===== src/rtl/risc_pkg.sv =====
// Shared load/store types: LSU state encoding, byte-enable masks, access
// sizes and the alignment rule for a memory access.
package risc_pkg;

    typedef enum logic [1:0] {
        LSU_IDLE,
        LSU_WAIT_ACK,
        LSU_DONE
    } lsu_state_t;

    localparam logic [3:0] BE_BYTE = 4'b0001;
    localparam logic [3:0] BE_HALF = 4'b0011;
    localparam logic [3:0] BE_WORD = 4'b1111;

    localparam logic [1:0] SIZE_BYTE = 2'b00;
    localparam logic [1:0] SIZE_HALF = 2'b01;
    localparam logic [1:0] SIZE_WORD = 2'b11;

    // Size 2'b10 has no meaning and is always rejected.
    function automatic logic lsu_access_legal(input logic [1:0] size, input logic [1:0] addrLo);
        logic legal;
        case (size)
            SIZE_BYTE: legal = 1'b1;
            SIZE_HALF: legal = ~addrLo[0];
            SIZE_WORD: legal = (addrLo == 2'b00);
            default:   legal = 1'b0;
        endcase
        return legal;
    endfunction

endpackage


===== src/rtl/lsu_load_align.sv =====
// Load alignment: shifts the addressed lane of the read word down to bit 0
// and zero- or sign-extends byte and halfword loads.
module lsu_load_align
    import risc_pkg::*;
(
    input  logic [31:0] i_rdata,
    input  logic [1:0]  i_addrLo,
    input  logic [1:0]  i_size,
    input  logic        i_zext,
    output logic [31:0] o_loadData
);

    logic [31:0] w_shifted;

    assign w_shifted = i_rdata >> {i_addrLo, 3'b000};

    always_comb begin
        o_loadData = i_rdata;
        case (i_size)
            SIZE_BYTE: o_loadData = i_zext ? {24'b0, w_shifted[7:0]}
                                           : {{24{w_shifted[7]}}, w_shifted[7:0]};
            SIZE_HALF: o_loadData = i_zext ? {16'b0, w_shifted[15:0]}
                                           : {{16{w_shifted[15]}}, w_shifted[15:0]};
            default:   o_loadData = i_rdata;
        endcase
    end

endmodule


===== src/rtl/lsu_mem_interface.sv =====
// Load/store unit: steers store lanes, drives a req/ack data-memory port,
// aligns load data and stalls the core until the access completes or aborts.
module lsu_mem_interface
    import risc_pkg::*;
#(
    parameter int TIMEOUT_CYCLES = 255
) (
    input  logic        clk,
    input  logic        rst,
    input  logic        ctrl_mem_valid,
    input  logic        ctrl_mem_write,
    input  logic [1:0]  ctrl_mem_size,
    input  logic        ctrl_load_zext,
    input  logic [31:0] addr,
    input  logic [31:0] store_data,
    output logic [31:0] load_data,
    output logic        lsu_stall,
    output logic        lsu_done,
    output logic        misalign_err,
    output logic        bus_err,
    output logic        dmem_req,
    output logic        dmem_we,
    output logic [31:0] dmem_addr,
    output logic [3:0]  dmem_be,
    output logic [31:0] dmem_wdata,
    input  logic        dmem_ack,
    input  logic [31:0] dmem_rdata
);

    localparam int CNT_W = $clog2(TIMEOUT_CYCLES + 1);

    lsu_state_t r_state;
    lsu_state_t w_nextState;

    logic [CNT_W-1:0] r_waitCnt;
    logic [1:0]       r_addrLo;
    logic [1:0]       r_size;
    logic             r_zext;

    logic        w_legal;
    logic        w_timeout;
    logic [3:0]  w_steerBe;
    logic [31:0] w_steerData;
    logic [31:0] w_alignedLoad;

    assign w_legal   = lsu_access_legal(ctrl_mem_size, addr[1:0]);
    // Counter is loaded with 1 on entry, so it equals the WAIT_ACK cycle number.
    assign w_timeout = (r_waitCnt == CNT_W'(TIMEOUT_CYCLES));

    lsu_load_align u_loadAlign (
        .i_rdata    (dmem_rdata),
        .i_addrLo   (r_addrLo),
        .i_size     (r_size),
        .i_zext     (r_zext),
        .o_loadData (w_alignedLoad)
    );

    always_comb begin
        w_steerBe   = BE_WORD;
        w_steerData = store_data;
        case (ctrl_mem_size)
            SIZE_BYTE: begin
                w_steerBe   = BE_BYTE << addr[1:0];
                w_steerData = {4{store_data[7:0]}};
            end
            SIZE_HALF: begin
                w_steerBe   = addr[1] ? (BE_HALF << 2) : BE_HALF;
                w_steerData = {2{store_data[15:0]}};
            end
            default: begin
                w_steerBe   = BE_WORD;
                w_steerData = store_data;
            end
        endcase
    end

    always_ff @(posedge clk) begin
        if (rst) r_state <= LSU_IDLE;
        else     r_state <= w_nextState;
    end

    always_comb begin
        w_nextState = r_state;
        case (r_state)
            LSU_IDLE:     if (ctrl_mem_valid) w_nextState = w_legal ? LSU_WAIT_ACK : LSU_DONE;
            LSU_WAIT_ACK: if (dmem_ack || w_timeout) w_nextState = LSU_DONE;
            LSU_DONE:     w_nextState = LSU_IDLE;
            default:      w_nextState = LSU_IDLE;
        endcase
    end

    always_comb begin
        lsu_stall = 1'b0;
        lsu_done  = 1'b0;
        case (r_state)
            LSU_IDLE:     lsu_stall = ctrl_mem_valid;
            LSU_WAIT_ACK: lsu_stall = 1'b1;
            LSU_DONE:     lsu_done  = 1'b1;
            default:      lsu_stall = 1'b0;
        endcase
    end

    // Error flags are set only on the edge into DONE, so they pulse with lsu_done.
    always_ff @(posedge clk) begin
        if (rst) begin
            load_data    <= '0;
            misalign_err <= 1'b0;
            bus_err      <= 1'b0;
            dmem_req     <= 1'b0;
            dmem_we      <= 1'b0;
            dmem_addr    <= '0;
            dmem_be      <= '0;
            dmem_wdata   <= '0;
            r_waitCnt    <= '0;
            r_addrLo     <= '0;
            r_size       <= '0;
            r_zext       <= 1'b0;
        end else begin
            misalign_err <= 1'b0;
            bus_err      <= 1'b0;
            case (r_state)
                LSU_IDLE: begin
                    if (ctrl_mem_valid && w_legal) begin
                        dmem_req   <= 1'b1;
                        dmem_we    <= ctrl_mem_write;
                        dmem_addr  <= {addr[31:2], 2'b00};
                        dmem_be    <= w_steerBe;
                        dmem_wdata <= ctrl_mem_write ? w_steerData : 32'b0;
                        r_waitCnt  <= CNT_W'(1);
                        r_addrLo   <= addr[1:0];
                        r_size     <= ctrl_mem_size;
                        r_zext     <= ctrl_load_zext;
                    end else if (ctrl_mem_valid) begin
                        misalign_err <= 1'b1;
                        load_data    <= '0;
                    end
                end
                LSU_WAIT_ACK: begin
                    if (dmem_ack) begin
                        dmem_req  <= 1'b0;
                        dmem_we   <= 1'b0;
                        r_waitCnt <= '0;
                        if (!dmem_we) load_data <= w_alignedLoad;
                    end else if (w_timeout) begin
                        dmem_req  <= 1'b0;
                        dmem_we   <= 1'b0;
                        bus_err   <= 1'b1;
                        load_data <= '0;
                        r_waitCnt <= '0;
                    end else begin
                        r_waitCnt <= r_waitCnt + CNT_W'(1);
                    end
                end
                default: ;
            endcase
        end
    end

endmodule


===== config.mk =====
export PLATFORM = sky130hd
export DESIGN_NAME = lsu_mem_interface
export DESIGN_NICKNAME = d
export VERILOG_FILES = /design/src/rtl/risc_pkg.sv /design/src/rtl/lsu_load_align.sv /design/src/rtl/lsu_mem_interface.sv
export SDC_FILE = /design/constraint.sdc
export NUM_CORES = 1
export LEC_CHECK = 0
export CAP_MARGIN = 40
export CELL_PAD_IN_SITES_DETAIL_PLACEMENT = 1
export CELL_PAD_IN_SITES_GLOBAL_PLACEMENT = 2
export CORE_MARGIN = 1.5
export CORE_UTILIZATION = 26
export CTS_CLUSTER_SIZE = 24
export DETAILED_ROUTE_END_ITERATION = 7
export GPL_ROUTABILITY_DRIVEN = 0
export PLACE_DENSITY = 0.94
export SETUP_SLACK_MARGIN = 0.15
export SLEW_MARGIN = 5
export SYNTH_ARGS = -nofsm -noshare
export SYNTH_HDL_FRONTEND = slang
export SYNTH_SLANG_ARGS = --single-unit

===== constraint.sdc =====
create_clock -name clk -period 3 [get_ports clk]
set_input_delay 0.3 -clock clk [delete_from_list [all_inputs] [get_ports clk]]
set_output_delay 0.3 -clock clk [all_outputs]
set_load 0.05 [all_outputs]

; Word level (Yosys, flattened, before mapping)
; Index checks and enable logic that the tools add are counted.
[totals]
output_inout_bits = 106
inputBits = 104
regBits = 117
[classes]
add_sub_neg = 1
n_shift = 2
reduce_logical = 14
eq_ne = 12
muxes = 32
bitwise_logic = 3
[op_table]
columns = operator, count
row1 = 32-bit 2-to-1 mux, 8
row2 = 32-bit case mux with 2 select lines, 3
row3 = 32-bit by 5-bit right shift with 16-bit output, 1
row4 = 8-bit 2-to-1 mux, 3
row5 = 8-bit case mux with 2 select lines, 1
row6 = "8-bit by 1-bit adder with 8-bit output, second input constant", 1
row7 = "8-bit == test, second input constant", 1
row8 = 2-bit zero test, 4
row9 = "2-bit != test, second input constant", 4
row10 = 4-bit case mux with 2 select lines, 1
row11 = 1-bit 2-to-1 mux, 7
row12 = "2-bit by 1-bit == test with 1-bit output, second input constant", 3
row13 = 2-bit 2-to-1 mux, 3
row14 = "3-bit != test, second input constant", 2
row15 = 1-bit case mux with 2 select lines, 3
row16 = 2-bit AND reduction, 3
row17 = 3-bit OR reduction, 2
row18 = 5-bit AND reduction, 1
row19 = "2-bit == test, second input constant", 2
row20 = 4-bit 2-to-1 mux, 1
row21 = 2-bit case mux with 2 select lines, 1
row22 = "1-bit by 2-bit left shift with 4-bit output, first input constant", 1
row23 = 1-bit inverter, 3
row24 = 1-bit case mux with 3 select lines, 1
row25 = other kinds (4), 4

; Longest topological paths before layout
[depth]
word_depth = 6
ltp_mapped = 9
mapped_depth_nobuf = 6

; Hierarchy
; From an unflattened synthesis, not the netlist that was laid out.
[unflattened]
cells_unflattened = 696
area_unflattened_um2 = 5662.9
[modules_own_cells]
columns = module, n_inst, area_per_inst_um2, cells_per_inst
row1 = lsu_mem_interface, 1, 4922.2, 583
row2 = lsu_load_align, 1, 740.7, 113

; Worst setup path after synthesis
; OpenSTA, ideal clock, no wires.
[synth_timing]
kind = register to register
from = register r_waitCnt[0]
to = register load_data[10]
path_slack_ns = 1.086
stages_incl_launch_ff = 8
arrival_ns = 1.792
cell_sequence = dfxtp_1 -> ha_1 -> nand3_2 -> o31a_2 -> nor2_4 -> a21oi_4 -> buf_6 -> a221o_1
[synth_between]
elab_chain_len = 3
[synth_rtl]
columns = element, line
row1 = "start, declared", lsu_mem_interface.sv:35  ; logic [CNT_W-1:0] r_waitCnt;
row2 = "start signal, assigned", lsu_mem_interface.sv:151  ; r_waitCnt <= r_waitCnt + CNT_W'(1);
row3 = 8-bit == test, lsu_mem_interface.sv:48  ; assign w_timeout = (r_waitCnt == CNT_W'(TIMEOUT_CYCLES));
row4 = 3-bit != test (no source line), -
row5 = 5-bit AND reduction (no source line), -
row6 = "end signal, assigned", lsu_mem_interface.sv:143  ; if (!dmem_we) load_data <= w_alignedLoad;
row7 = "end, declared", lsu_mem_interface.sv:16  ; output logic [31:0] load_data,
; No other way between the ends.
; A chain may end at the register's enable or synchronous reset.

; Worst setup path in the final report
[layout_timing]
from = register r_state[0]
to = output lsu_stall
[layout_between]
elab_chain_len = 2
elab_cells_between_ends = 3
classes_between = eq/ne: 1 / mux: 1 / reduce/logical: 1
[layout_rtl]
columns = element, line
row1 = "start, declared", lsu_mem_interface.sv:32  ; lsu_state_t r_state;
row2 = "start signal, assigned", lsu_mem_interface.sv:79  ; else r_state <= w_nextState;
row3 = 2-bit by 1-bit == test with 1-bit output or 2-bit zero test (tied branches), lsu_mem_interface.sv:95  ; case (r_state)
row4 = 1-bit case mux with 2 select lines *, lsu_mem_interface.sv:95
row5 = "end, declared", lsu_mem_interface.sv:17  ; output logic lsu_stall,
; Mark *: on every way between the ends. The rest lies on a longest branch, timed or not.

==> impl_metrics.py <==
metrics = {
    "finish": {
        "diodes": 0,
        "fillCellCount": 2293,
        "fin_cells": 1084,
        "final_common_cell": "clkdlybuf4s50_1",
        "nNetsFinal": 911,
        "post_route_cells_drive_above_1_share_pct": 8.30,
        "multi_input_area_sq_mm": 0.00258,
        "final_cell_mix": "clkdlybuf4s50_1 (206), dfxtp_1 (117), nand2_1 (112)",
        "seq_area_sq_mm": 0.00234,
        "area_delta_synth_final_pct": 55.0,
    },
    "sta": {
        "finalClockSkew_ns": 0.00765,
        "setup_viol": 0,
        "rsz0062_at_grt": "false",
        "period_share_pct": 77.2,
        "worst_slew_pin_slew_ns": 0.888,
        "post-route-min-period_ns": 2.32,
        "maxSlewViolCount": 0,
        "hold_viol_final": 0,
        "max_freq_mhz": 432,
        "whs_ns": 0.376,
        "finalSetupTns_ns": 0,
        "slew_headroom_pct": 40.7,
    },
    "logic_synthesis": {
        "synth_area_leader_cell": "dfxtp_1",
        "synth_area_sq_mm": 0.00522,
        "synth-edff-count": 0,
        "synth_area_leaders": "dfxtp_1 (45%), a21oi_1 (9.9%), nand2_1 (8.1%)",
        "synth.avg_cell_area_sq_um": 8.49,
        "yosys_warnings": 0,
        "synth_cells": 615,
        "synth-async-reset-ratio_pct": 0,
        "synth-seq-cells": 117,
        "synth-main-ff-cell": "dfxtp_1",
        "ys_seq_area_share_pct": 44.9,
        "yosys.area.top_type_share_pct": 44.9,
        "ys_types": 50,
    },
    "worst_setup_path": {
        "critPathLaunchType": "flip-flop",
        "critPathCaptureType": "output port",
        "path_cells": "nor2_1 -> or2_1 -> inv_1 -> clkdlybuf4s50_1",
        "cp.depth": 4,
        "regToRegEndpoint": "load_data[18]",
        "endpoint": "lsu_stall",
        "path_class": "reg2out",
        "arrival_ns": 2.02,
        "r2r_setup_slack_ns": 0.79,
        "critPathMaxFanout": 8,
        "reg2reg_depth": 7,
        "required_ns": 2.70,
        "worst_path_max_delay_cell": "clkdlybuf4s50_1",
        "crit_family": "buffers and inverters",
        "r2r-start": "r_waitCnt[0]",
        "startpoint": "r_state[0]",
        "crit_path_max_incr_delay_ns": 0.79,
        "critPathBufInv": 2,
    },
    "clocking": {
        "cts_buffer_depth": 2,
        "cts_tree": "built",
        "clock_latency_ns": 0.41,
        "cts-root-buf": "clkbuf_16",
        "numCtsBuffers": 17,
        "h-tree-depth": 4,
        "cts_hold_buffers": 0,
        "cts-resized-gates": 0,
        "clock_sinks": 117,
        "clk_pin_slew_ns": 0.05,
        "post-cts-setup-buffer-count": 0,
    },
    "drt": {
        "drt_pass1_iterations": 5,
        "routed_wl_mm": 19.0,
        "drt_iter0_drc": 180,
        "wire_per_inst_um": 17.5,
        "postRouteAntennaNets": 0,
        "drt-vias-per-instance": 4.87,
        "drc": 0,
        "vias": 5282,
    },
    "place": {
        "hpwl_mm": 13.5,
        "io_buffers": 207,
        "placed_cells": 1052,
    },
    "outcome": {
        "outcome": "finished clean",
    },
    "die": {
        "dieWidth_um": 145,
        "die_area_sq_mm": 0.0209,
        "start_util_pct": 26.7,
        "die_h_um": 145,
        "core_area_sq_mm": 0.0196,
        "rows": 51,
        "io_pins": 210,
    },
    "global_route": {
        "grt_pass1_vias": 5367,
        "grt_max_degree": 54,
        "grt-ovfl-total": 0,
        "grt_use_total_pct": 18.1,
        "grt_pass1_wl_mm": 29.0,
        "antenna_found_initial": 1,
    },
    "min_path": {
        "hold_path_class": "in2reg",
        "min_path_cells": 5,
    },
    "power": {
        "power_mw": 4.52,
        "ir_drop_uv": 369,
        "cellLeakagePower_nw": 2.86,
        "pwr_density_cell_mw_per_mm2": 558,
    },
    "job": {
        "cap_violations": 0,
    },
}
==> where the power goes <==
group | total (mW) | leakage [nW] | internal (mW) | switching [mW]
Sequential | 1.66 | 0.949 | 1.61 | 0.0488
Combinational | 0.803 | 1.62 | 0.325 | 0.477
Clock | 2.05 | 0.284 | 1.32 | 0.735
==> through the flow <==
step | utilization (%) | setup slack, ns | area [sq um]
floorplan | - | 1.09 | 5230
global placement | 38.2 | 0.473 | 7480
detailed placement | 38.3 | 0.389 | 7510
CTS | 41.3 | 0.641 | 8090
global route | 41.3 | 0.578 | 8090
finish | 41.3 | 0.683 | 8090
==> worst min path at each step <==
stage	start	slack [ns]	endpoint
final	rst	0.38	load_data[0]
after global routing	rst	0.38	load_data[0]
after CTS	rst	0.37	load_data[0]
after detailed placement	dmem_wdata[1]	0.44	dmem_wdata[1]
after global placement	dmem_wdata[0]	0.44	dmem_wdata[0]
after floorplan	addr[0]	0.44	r_addrLo[0]
==> cell usage after synthesis (3+ instances only) <==
library cell	n
mux2i_1	29
nor2b_1	3
nand2b_1	14
a211o_1	10
buf_6	3
a211oi_1	3
a21oi_1	103
nor2_1	35
nand2_1	112
buf_4	7
dfxtp_1	117
mux2_2	11
clkbuf_1	25
inv_1	14
o221ai_1	7
a221o_1	24
buf_2	14
o21ai_0	17
a311oi_1	5
nand3_1	25
==> layer usage <==
layer  GRT usage [%]  vias up  routed length (um)  part of all wire (%)
li1                -     2552                   -                     -
met1            22.9     2517                8470                    45
met2            28.7      182                8690                    46
met3            6.68       29                1460                   7.7
met4            5.79        2                 333                   1.8
met5               0        -                  13                 0.069
==> cell type report <==
type	instances	share of cell area, %
clock buffer	22	5.61
clock inverter	10	1.61
inverter	14	0.649
multi-input combinational	435	31.8
sequential	117	28.9
tap	265	4.10
timing repair buffer	221	27.3
==> state kept, by name, summed over array words and instances (netlist names) <==
| register | cells |
|---|---|
| r_addrLo | 2 |
| dmem_we | 1 |
| dmem_addr | 30 |
| dmem_be | 4 |
| r_size | 2 |
| r_zext | 1 |
| r_waitCnt | 8 |
| misalign_err | 1 |
| dmem_wdata | 32 |
| bus_err | 1 |
| load_data | 32 |
| dmem_req | 1 |
| r_state | 2 |
==> cells by family after synthesis <==
group                    synth area share (%)
adder cells (fa/ha/maj)                 0.240
AO/OA/AOI/OAI                            22.5
flip-flops                               44.9
AND/OR/NAND/NOR                          18.5
other                                  0.0718
buffers and inverters                    5.87
multiplexers                             7.93
==> tightest hold or removal path, stage by stage <==
cell      delay [ns]
buf_4           0.09
nor4bb_1        0.06
buf_4           0.16
o221ai_1        0.07
mux2i_1         0.06
Power figures use the tool's default switching activity.
